## config.mk

```make
export PLATFORM = sky130hd
export DESIGN_NAME = mimo_rx_vector_gen
export DESIGN_NICKNAME = d
export VERILOG_FILES = /design/src/rtl/mimo_rx_vector_gen.sv
export SDC_FILE = /design/constraint.sdc
export NUM_CORES = 1
export LEC_CHECK = 0
export ABC_AREA = 1
export CORE_MARGIN = 1.5
export CORE_UTILIZATION = 55
export DETAILED_ROUTE_END_ITERATION = 10
export PLACE_DENSITY = 0.71
export SYNTH_ARGS = -nofsm -noshare
export SYNTH_HDL_FRONTEND = slang
export SYNTH_SLANG_ARGS = --single-unit
```

## constraint.sdc

```tcl
create_clock -name clk -period 5.6 [get_ports clk]
set_input_delay 1.12 -clock clk [delete_from_list [all_inputs] [get_ports clk]]
set_output_delay 1.12 -clock clk [all_outputs]
set_load 0.02 [all_outputs]
```

## src/rtl/mimo_rx_vector_gen.sv

```systemverilog
// mimo_rx_vector_gen: computes the real-decomposed received vector Y = R*s for
// one 4x4 16QAM symbol vector, R being 8x8 upper-triangular. Y is emitted
// serially from row 7 down to row 0 using a single multiply-accumulate per cycle.
// Optional feature macro: MIMOGEN_SAT_EN (saturate outputs instead of wrapping).
//
// Handshakes (both ports): a transfer happens on a rising edge where valid and
// ready are both high. The producer holds valid and its payload stable until
// that edge. sym_ready is high only in IDLE; y_valid is high only in OUT, and
// y_data/y_idx/y_last are held until y_ready.
module mimo_rx_vector_gen #(
  parameter int WL   = 16,
  parameter int ACCW = WL + 5
) (
  input  logic          clk,
  input  logic          rst,
  input  logic          r_we,
  input  logic [2:0]    r_row,
  input  logic [2:0]    r_col,
  input  logic [WL-1:0] r_data,
  input  logic          sym_valid,
  output logic          sym_ready,
  input  logic [15:0]   sym_in,
  output logic          y_valid,
  input  logic          y_ready,
  output logic [WL-1:0] y_data,
  output logic [2:0]    y_idx,
  output logic          y_last,
  output logic [1:0]    dbg_state
);

  typedef enum logic [1:0] {
    IDLE = 2'd0,
    MAC  = 2'd1,
    OUT  = 2'd2
  } state_t;

  state_t state_q, state_d;

  // Only the upper triangle is ever written; lower entries stay zero.
  logic signed [WL-1:0] r_q [8][8];
  // Each PAM4 symbol is kept as a sign flag and a "magnitude is 3" flag.
  logic [7:0]             s_neg_q;
  logic [7:0]             s_big_q;
  logic [2:0]             row_q;
  logic [2:0]             col_q;
  logic signed [ACCW-1:0] acc_q;

  logic signed [WL-1:0]   r_sel;
  logic signed [WL+1:0]   r_ext;
  logic signed [WL+1:0]   mag;
  logic signed [WL+1:0]   term;
  logic signed [ACCW-1:0] acc_next;
  logic [WL-1:0]          fmt_val;

`ifdef MIMOGEN_SAT_EN
  localparam logic signed [ACCW-1:0] SAT_MAX = {{(ACCW-WL+1){1'b0}}, {(WL-1){1'b1}}};
  localparam logic signed [ACCW-1:0] SAT_MIN = {{(ACCW-WL+1){1'b1}}, {(WL-1){1'b0}}};
`endif

  // State register.
  always_ff @(posedge clk) begin
    if (rst) state_q <= IDLE;
    else     state_q <= state_d;
  end

  // Next-state decode and handshake outputs.
  always_comb begin
    state_d   = state_q;
    sym_ready = 1'b0;
    y_valid   = 1'b0;
    y_last    = 1'b0;
    case (state_q)
      IDLE: begin
        sym_ready = 1'b1;
        if (sym_valid) state_d = MAC;
      end
      MAC: begin
        if (col_q == 3'd7) state_d = OUT;
      end
      OUT: begin
        y_valid = 1'b1;
        y_last  = (row_q == 3'd0);
        if (y_ready) state_d = (row_q == 3'd0) ? IDLE : MAC;
      end
      default: state_d = IDLE;
    endcase
  end

  assign y_idx     = row_q;
  assign dbg_state = state_q;

  // One product term R[row][col]*s[col]; x3 is formed as 2R+R, no multiplier.
  always_comb begin
    r_sel    = r_q[row_q][col_q];
    r_ext    = {{2{r_sel[WL-1]}}, r_sel};
    mag      = s_big_q[col_q] ? ((r_ext <<< 1) + r_ext) : r_ext;
    term     = s_neg_q[col_q] ? -mag : mag;
    acc_next = acc_q + ACCW'(term);
  end

  // Output formatting of the completed row sum.
  always_comb begin
`ifdef MIMOGEN_SAT_EN
    if (acc_next > SAT_MAX)      fmt_val = SAT_MAX[WL-1:0];
    else if (acc_next < SAT_MIN) fmt_val = SAT_MIN[WL-1:0];
    else                         fmt_val = acc_next[WL-1:0];
`else
    fmt_val = acc_next[WL-1:0];
`endif
  end

  // R coefficient store: upper-triangle writes accepted only while idle.
  always_ff @(posedge clk) begin
    if (rst) begin
      for (int i = 0; i < 8; i++)
        for (int j = 0; j < 8; j++)
          r_q[i][j] <= '0;
    end else if (r_we && (state_q == IDLE) && (r_col >= r_row)) begin
      r_q[r_row][r_col] <= r_data;
    end
  end

  // Symbol latch, row/column walk, accumulator and output register.
  always_ff @(posedge clk) begin
    if (rst) begin
      s_neg_q <= '0;
      s_big_q <= '0;
      row_q   <= '0;
      col_q   <= '0;
      acc_q   <= '0;
      y_data  <= '0;
    end else begin
      case (state_q)
        IDLE: begin
          if (sym_valid) begin
            // PAM4: 00->-3, 01->-1, 11->+1, 10->+3
            for (int j = 0; j < 8; j++) begin
              s_neg_q[j] <= ~sym_in[2*j+1];
              s_big_q[j] <= ~sym_in[2*j];
            end
            row_q <= 3'd7;
            col_q <= 3'd7;
            acc_q <= '0;
          end
        end
        MAC: begin
          acc_q <= acc_next;
          if (col_q == 3'd7) y_data <= fmt_val;
          else               col_q  <= col_q + 3'd1;
        end
        OUT: begin
          // Next row starts on its diagonal element.
          if (y_ready && (row_q != 3'd0)) begin
            row_q <= row_q - 3'd1;
            col_q <= row_q - 3'd1;
            acc_q <= '0;
          end
        end
        default: ;
      endcase
    end
  end

endmodule

```

==> reports/metrics.yaml <==
synth:
  synth_cell_types: 43
  synthArstFlopShare_pct: 0
  seq_area_frac_synth_pct: 62.9
  synth_cells: 5433
  syn_avg_cell_area_sq_um: 9.35
  synth_edf_count: 1024
  synth_top_cell_area_share_pct: 60.6
  synth_top_area_cell: "edfxtp_1"
  syn_area_sq_um: 50800
  syn_nets: 5519
  synth_area_leaders: "edfxtp_1 61%, nand2_1 11%, nand3_1 8.3%"
  ys.flop_type: "edfxtp_1"
  ys_warn_count: 0
  ys_ff_latch: 1083
setup_path:
  cp_slowest_stage_delay_ns: 0.41
  path_max_fanout: 23
  cp_slowest_cell: "dfxtp_4"
  crit_type: "reg -> reg"
  critPathBufInv: 11
  cp_data_arrival_time_ns: 5.98
  startpoint_type: "flop"
  endpoint_kind: "flop"
  crit_required_ns: 6.19
  crit_top_cell: "nand2_1"
  crit_family: "simple AND/OR/NAND/NOR gates"
floorplanning:
  core.rowCount: 111
  die_w_microns: 307
  io_pins: 67
  dieArea_sq_um: 94200
  dieHeight_microns: 307
  coreArea_sq_um: 91500
  start_util_pct: 55.5
cells_and_area:
  nets: 5745
  final_common_cell: "nand2_1"
  fin_util_pct: 65.9
  insertedDiodeCount: 0
  final_cell_mix: "1525 x nand2_1, 1120 x nor2_1, 1024 x edfxtp_1"
  drive_gt1_share_pct: 14.1
  fillers: 6966
  syn2layout_area_growth_pct: 18.8
  postLayoutCellArea_sq_um: 60300
run_status:
  outcome: "finished clean"
placed_design:
  post-place-ws_ns: -0.0760
  port_buffers: 66
  placed_area_sq_um: 54700
  dp_hpwl_mm: 97.7
  finalWeightedCongestion: 0.951
sta:
  fin_worst_skew_ns: 0.0391
  relSlewSlack_pct: 11.1
  layout_setup_ws_ns: 0.208
  rsz0062_at_grt: "yes"
  min_period_ns: 5.39
  setup_violations: 0
  slew_viol_final: 0
  post-route-period-util_pct: 96.3
  worst_hold_slack_ns: 0.478
  worstMarginPinSlew_ns: 1.33
  hold_viol: 0
  timing.fmax_mhz: 185
clock_network:
  cts_root_buffer: "clkbuf_16"
  max-clock-path-buffers: 3
  clkSlewWorstSetupHoldPaths_ns: 0.06
  worstSkewPairLatency_ns: 0.72
  cts_hold_buffers: 0
  numCtsBuffers: 113
  cts_tree: "done"
  clock-sinks: 1083
  h-tree-depth: 3
global_route:
  grt_overflow: 0
  grt_pass1_wl_mm: 231
  antenna_found_initial: 2
  grt_pass1_vias: 38300
  grt_use_total_pct: 32.6
  grt_start_max_net_pins: 74
route:
  via_per_inst: 5.96
  routedWlPerCell_microns: 23.0
  drtIter0Drc: 6021
  drt_pass1_iterations: 7
  drc_errors: 0
  ant_nets: 0
  routed_wl_mm: 160
  num_vias: 41400
power_and_ir_drop:
  fin_total_pwr_mw: 35.2
  p_leak_nw: 24.7
  powerDensity_nw_per_um2: 584
  ir_drop_mv: 0.472
run:
  drv_cap: 0
hold_path:
  hold_path.class: "reg -> reg"
## cell usage after synthesis (17+ instances only)
master    number
dfxtp_1       59
clkbuf_1     203
ha_1          41
a21oi_1       76
buf_6         26
inv_2         22
buf_2        152
o22ai_1       17
o21ai_0       79
xor2_1        20
nand3_1      843
nand2_1     1552
inv_1         76
edfxtp_1    1024
nor2_1      1123
## logic make-up (layout without fill, tap and decap cells)
logic type,Yosys count,count (layout),synth area share [%]
buffers and inverters,514,839,4.68
adders and majority gates,43,43,1.09
xor gates and xnor gates,31,31,0.535
AOI/OAI and AO/OA,210,210,2.33
and+or+nand+nor,3552,3552,28.5
DFF,1083,1083,62.9
## worst min-delay path, delay by kind of cell (launching register included)
family / cells / cell delay (ns)
and+or+nand+nor: 1 / 0.06
AOI/OAI and AO/OA: 1 / 0.06
DFF: 1 / 0.31
## layout make-up
type | count | area (sq um) | area share, %
Multi-Input combinational cell | 3836 | 17300 | 28.7
Clock inverter | 69 | 603 | 1.00
Clock buffer | 145 | 3080 | 5.11
Timing Repair Buffer | 516 | 5350 | 8.87
Timing Repair inverter | 6 | 93.8 | 0.156
Tap cell | 1186 | 1480 | 2.46
Sequential cell | 1083 | 31900 | 53.0
Inverter | 103 | 450 | 0.747
## flip-flops by register name, summed over array words and instances, names as in the netlist, named ones only
signal     flops
acc_q         16
col_q          3
dbg_state      2
r_q         1024
s_big_q        8
s_neg_q        8
y_data        16
y_idx          3
## timing repair
action | CTS | global route
pin swaps | 0 | 37
buffers inserted | 5 | 28
gates cloned | 5 | 24
resized for setup | 14 | 193
setup endpoints to repair | 7 | 14
## final timing paths
kind / from / endpoint / slack [ns] / cells past startpoint
hold / removal: acc_q[4] / acc_q[4] / 0.48 / 2
hold reg to reg: acc_q[4] / acc_q[4] / 0.48 / 2
setup / recovery: flop / y_data[14] / 0.21 / 38
setup reg to reg: flop / y_data[14] / 0.21 / 38
## report_power, final
part / leakage (nW) / switching (mW) / internal [mW] / total (mW)
registers: 11.1 / 0.219 / 9.23 / 9.45
clock network: 1.81 / 3.18 / 4.30 / 7.48
logic: 11.9 / 11.1 / 7.18 / 18.3
## layer usage
metal	global-route usage, %	vias to the layer above	routed length, microns
li1	-	18700	-
met1	44.8	19600	60300
met2	50.9	2727	73000
met3	6.42	416	18700
met4	14.1	4	7670
met5	0	-	27
## stage by stage
step / std cells / TNS, ns
floorplan: 5433 / 0
global placement: 6668 / -0.166
detailed placement: 6668 / -0.171
CTS: 6892 / 0
global route: 6944 / -0.418
finish: 6944 / 0
(Power assumes the default switching activity.)
